--- config.mk ---
export PLATFORM = sky130hd
export DESIGN_NAME = tff_multimode_counter
export DESIGN_NICKNAME = d
export VERILOG_FILES = /design/src/rtl/tff_pkg.sv /design/src/rtl/tff_cell.sv /design/src/rtl/tff_multimode_counter.sv
export SDC_FILE = /design/constraint.sdc
export NUM_CORES = 1
export LEC_CHECK = 0
export ABC_AREA = 0
export CAP_MARGIN = 30
export CORE_UTILIZATION = 44
export CTS_CLUSTER_DIAMETER = 50
export CTS_CLUSTER_SIZE = 16
export DETAILED_ROUTE_END_ITERATION = 7
export MAX_ROUTING_LAYER = met4
export PLACE_DENSITY = 0.85
export SLEW_MARGIN = 20
export SYNTH_ARGS = -nofsm -noshare
export SYNTH_HDL_FRONTEND = slang
export SYNTH_SLANG_ARGS = --single-unit
export TNS_END_PERCENT = 100
--- constraint.sdc ---
create_clock -name clk -period 2.5 [get_ports clk]
set_input_delay 0.5 -clock clk [delete_from_list [all_inputs] [get_ports clk]]
set_output_delay 0.5 -clock clk [all_outputs]
set_load 0.03 [all_outputs]
--- src/rtl/tff_pkg.sv ---
// Shared mode encodings and end-value helpers for the T-cell counter family.
package tff_pkg;

  typedef logic [1:0] mode_t;

  localparam mode_t MODE_TOGGLE = 2'b00;
  localparam mode_t MODE_UP     = 2'b01;
  localparam mode_t MODE_DOWN   = 2'b10;
  localparam mode_t MODE_GRAY   = 2'b11;

  // End values are returned 32 bits wide; callers keep the low WIDTH bits.
  function automatic logic [31:0] up_end(input int width);
    return 32'hFFFF_FFFF >> (32 - width);
  endfunction

  function automatic logic [31:0] down_end(input int width);
    return 32'h0000_0000 & (32'hFFFF_FFFF >> (32 - width));
  endfunction

  function automatic logic [31:0] gray_end(input int width);
    return 32'h0000_0001 << (width - 1);
  endfunction

endpackage

--- src/rtl/tff_cell.sv ---
// One-bit T flip-flop: q flips on each rising edge where t is high.
// State visible one clock after t is sampled; async active-high reset to RST_VAL.
module tff_cell #(
  parameter logic RST_VAL = 1'b0
) (
  input  logic clk,
  input  logic rst,
  input  logic t,
  output logic q
);

  logic q_q;
  logic q_d;

  always_comb begin
    q_d = q_q ^ t;
  end

  always_ff @(posedge clk or posedge rst) begin
    if (rst) begin
      q_q <= RST_VAL;
    end else begin
      q_q <= q_d;
    end
  end

  assign q = q_q;

endmodule

--- src/rtl/tff_multimode_counter.sv ---
// WIDTH-bit toggle bank / up / down / Gray counter built from T-cells, with load and saturation.
// q and wrap update one clock after the sampling edge; tc is combinational from q and mode.
module tff_multimode_counter
  import tff_pkg::*;
#(
  parameter int               WIDTH       = 4,
  parameter logic [WIDTH-1:0] RESET_VALUE = '0
) (
  input  logic             clk,
  input  logic             rst,
  input  logic             en,
  input  mode_t            mode,
  input  logic [WIDTH-1:0] t,
  input  logic             load,
  input  logic [WIDTH-1:0] d,
  input  logic             sat,
  output logic [WIDTH-1:0] q,
  output logic             tc,
  output logic             wrap
);

  localparam logic [31:0]      UP_END_W   = up_end(WIDTH);
  localparam logic [31:0]      DOWN_END_W = down_end(WIDTH);
  localparam logic [31:0]      GRAY_END_W = gray_end(WIDTH);
  localparam logic [WIDTH-1:0] UP_END     = UP_END_W[WIDTH-1:0];
  localparam logic [WIDTH-1:0] DOWN_END   = DOWN_END_W[WIDTH-1:0];
  localparam logic [WIDTH-1:0] GRAY_END   = GRAY_END_W[WIDTH-1:0];

  logic [WIDTH-1:0] q_vec;
  logic [WIDTH-1:0] tv;
  logic [WIDTH-1:0] tv_up;
  logic [WIDTH-1:0] tv_down;
  logic [WIDTH-1:0] tv_gray;
  logic [WIDTH-1:0] low_set;
  logic             sat_hold;
  logic             wrap_d;
  logic             wrap_q;

  // Ripple-carry style toggle terms: bit i flips when all lower bits are 1 (up) or 0 (down).
  always_comb begin
    logic acc_up;
    logic acc_dn;
    tv_up   = '0;
    tv_down = '0;
    acc_up  = 1'b1;
    acc_dn  = 1'b1;
    for (int i = 0; i < WIDTH; i++) begin
      tv_up[i]   = acc_up;
      tv_down[i] = acc_dn;
      acc_up     = acc_up & q_vec[i];
      acc_dn     = acc_dn & ~q_vec[i];
    end
  end

  // Odd parity: flip the bit above the lowest set bit, or the MSB itself when it is the lowest.
  always_comb begin
    low_set = q_vec & (~q_vec + {{(WIDTH-1){1'b0}}, 1'b1});
    if (^q_vec == 1'b0) begin
      tv_gray = {{(WIDTH-1){1'b0}}, 1'b1};
    end else begin
      tv_gray = {low_set[WIDTH-2:0], 1'b0} | {low_set[WIDTH-1], {(WIDTH-1){1'b0}}};
    end
  end

  always_comb begin
    tc = 1'b0;
    case (mode)
      MODE_UP:   tc = (q_vec == UP_END);
      MODE_DOWN: tc = (q_vec == DOWN_END);
      MODE_GRAY: tc = (q_vec == GRAY_END);
      default:   tc = 1'b0;
    endcase
  end

  always_comb begin
    sat_hold = sat && tc && ((mode == MODE_UP) || (mode == MODE_DOWN));
  end

  always_comb begin
    tv = '0;
    if (load) begin
      tv = q_vec ^ d;
    end else if (en && !sat_hold) begin
      case (mode)
        MODE_TOGGLE: tv = t;
        MODE_UP:     tv = tv_up;
        MODE_DOWN:   tv = tv_down;
        default:     tv = tv_gray;
      endcase
    end
  end

  // Any enabled, unsaturated step taken from the end value lands on the opposite end.
  always_comb begin
    wrap_d = !load && en && tc && !sat_hold;
  end

  always_ff @(posedge clk or posedge rst) begin
    if (rst) begin
      wrap_q <= 1'b0;
    end else begin
      wrap_q <= wrap_d;
    end
  end

  for (genvar i = 0; i < WIDTH; i++) begin : g_cell
    tff_cell #(
      .RST_VAL(RESET_VALUE[i])
    ) u_cell (
      .clk(clk),
      .rst(rst),
      .t  (tv[i]),
      .q  (q_vec[i])
    );
  end

  assign q    = q_vec;
  assign wrap = wrap_q;

endmodule

==> metrics.csv, run 1 <==
metric;value;unit
synth_most_common_cell;ha_1;
cts_buffer_depth;2;
cts_setup_buffers;0;
critPathSlowestCell;or4b_4;
routedWlPerCell;12.09;um
synthTopCellsByArea;dfrtp_1 (20%), ha_1 (18%), buf_4 (4.9%), inv_1 (4.9%), o311ai_4 (4.3%);
switching_power;135.5;uW
core_area;0.001301;mm^2
worstPathRequired;2.00;ns
yosysTopAreaCell;dfrtp_1;
die_w;39.29;um
worstSetupPathType;primary input to primary output;
ant_nets;0;
fin_crit_sh;97.03;%
synth_edf_count;0;
hp-class;primary input to asynchronous set/reset pin;
synthArstFlopShare;100.0;%
worstMarginPinSlew;0.3535;ns
r2r_setup_slack;0.34;ns
leakagePower;0.0003844;uW
synth_common_cells;ha_1 (9), inv_1 (8), nand2_1 (6), nor2_1 (6);
min_period;2.426;ns
synth_top_area_share;20.45;%
maxCapViolations;0;
ys_warn_count;0;
netSwitchingFraction;36.80;%
grt_pass1_vias;551;
fillers;120;
ys_types;25;
final_nets;127;
first_iter_violations;15;
num_io_pins;21;
die_y;39.29;um
drive_above_1_share;18.63;%
worstRegToRegCells;7;
rsz0062_at_grt;false;
skew;0.002791;ns
clk_latency;0.24;ns
start_util;47.02;%
cts_buffers;3;
crit_chain;clkdlybuf4s15_2 -> ha_2 -> or4b_4 -> o22a_1 -> a21oi_2 -> buf_6;
gr-total-overflow;0;
p_seq_share;28.3;%
status;finished, violations left;
diodes;0;
worstReg2RegEnd;g_cell[1].u_cell.q$_DFF_PP0_;
root_buffer;clkbuf_4;
rows;13;
area_growth;43.56;%
max_freq;412.2;MHz
final-setup-viol-count;0;
synthFlopType;dfrtp_1;
h-tree-depth;1;
holdWs;0.4645;ns
cp_max_fo;3;
grtUsageTotal;21.33;%
drc;1;
start_kind;primary input;
path_clk_slew;0.05;ns
pre_cts_ws;-0.3143;ns
die-area;0.001544;mm^2
synth_cells;76;
internal_power;232.7;uW
critPathMaxStageDelay;0.46;ns
antenna_found_initial;0;
vias;625;
grt_pass1_wl;2139;um
p_comb_share;45.8;%
syn_area_per_cell;8.050;um^2
drv_slew;0;
ir_drop;217.3;uV
worstPathArrival;1.93;ns
p_per_area;419.1;mW/mm^2
max_slew_margin;76.38;%
synth_nets;100;
grt_max_degree;11;
vias_per_cell;5.342;
cts_tree;yes;
routed_wirelength;1415;um
drt_pass1_iterations;8;
cts.sinks;5;
dp_hpwl;1175;um
synth_area;611.8;um^2
hold_violations;0;
fin_ws;0.07413;ns
p_clk_share;25.9;%
io_buffer_count;20;
finalPower;368.1;uW
yosysSeqAreaShare;20.45;%
gp_congestion;0.8176;
worst_r2r_startpoint;g_cell[0].u_cell.q$_DFF_PP0_;
violations;design-rule violations;
critPathCaptureType;primary output;
ys_seq_elements;5;
[metrics by stage]
step	cells	TNS (ns)	cell area, um^2	utilization, %
3_5_place_dp	113	-1.168	842.1	64.71
6_report	117	0	878.3	67.50
5_1_grt	117	0	878.3	67.50
3_3_place_gp	113	-0.6476	842.1	64.71
2_1_floorplan	76	0	611.8	-
4_1_cts	117	0	883.3	67.88
[layout make-up]
cell class	count	area, um^2	area share (%)
Inverter	9	33.78	3.846
Timing Repair Buffer	28	257.7	29.34
Clock buffer	4	26.28	2.991
Multi-Input combinational cell	56	416.7	47.44
Tap cell	15	18.77	2.137
Sequential cell	5	125.1	14.25
[worst max-delay path, delay by kind of cell]
| kind | cells | cell delay, ns |
|---|---|---|
| fa+ha+maj | 1 | 0.19 |
| simple gates | 1 | 0.46 |
| compound gates | 2 | 0.43 |
| buf+inv | 2 | 0.35 |
[routing by layer]
metal | wire length (um) | GRT usage [%] | vias up
met5 | 0 | - | -
met4 | 0 | 10.34 | 0
met3 | 42 | 1.705 | 0
met2 | 808 | 42.92 | 18
met1 | 564 | 19.80 | 285
li1 | - | - | 322
[cells in the final DEF, fill, tap and decap left out, drive strengths merged, types with 2 or more instances in the layout]
master,n
clkdlybuf4s50,17
ha,9
buf,9
inv,8
o21ai,7
nand2,6
nor2,6
dfrtp,5
a21oi,5
clkbuf,5
or3,4
a31oi,4
nand3,3
or4b,3
o22a,2
[power by group through the flow]
stage               Sequential, uW  Combinational, uW  Clock (uW)
detailed placement             104                169           0
global route                   106                186         101
finish                         104                169        95.3
global placement               105                164           0
floorplan                      101                116           0
CTS                            104                170        99.3
[flip-flops by register name (all words and copies together) (netlist names)]
signal           flops
wrap                 1
g_cell.u_cell.q      4
[logic make-up after synthesis]
group           after synthesis  synth area share [%]
compound gates               21                 23.93
flops                         5                 20.45
fa+ha+maj                     9                 18.41
xor+xnor                      1                 1.432
buf+inv                      15                 13.09
simple gates                 25                 22.70
[repair_timing]
action | 4_1_cts | 5_1_grt
gates resized for setup | 9 | 1
setup endpoints to repair | 1 | 1
hold buffers | 0 | 0
pin swaps | 3 | 3
[worst max-delay path by stage]
stage	from	to	cells after the start
final	mode[1]	tc	6
after CTS	mode[0]	tc	6
after global placement	mode[0]	tc	6
after global routing	mode[1]	tc	6
after detailed placement	mode[1]	tc	6
after floorplan	mode[0]	tc	5
Note: power is estimated with default switching activity, not from simulation.
==> run 2: changes to the inputs <==
--- a/config.mk
+++ b/config.mk
@@ -8,7 +8,7 @@
 export ABC_AREA = 0
 export CAP_MARGIN = 30
 export CORE_UTILIZATION = 44
-export CTS_CLUSTER_DIAMETER = 50
+export CTS_CLUSTER_DIAMETER = 80
 export CTS_CLUSTER_SIZE = 16
 export DETAILED_ROUTE_END_ITERATION = 7
 export MAX_ROUTING_LAYER = met4
==> results of run 2 <==
Same layout as run 1: the final DEF is identical, and so are final timing and power.
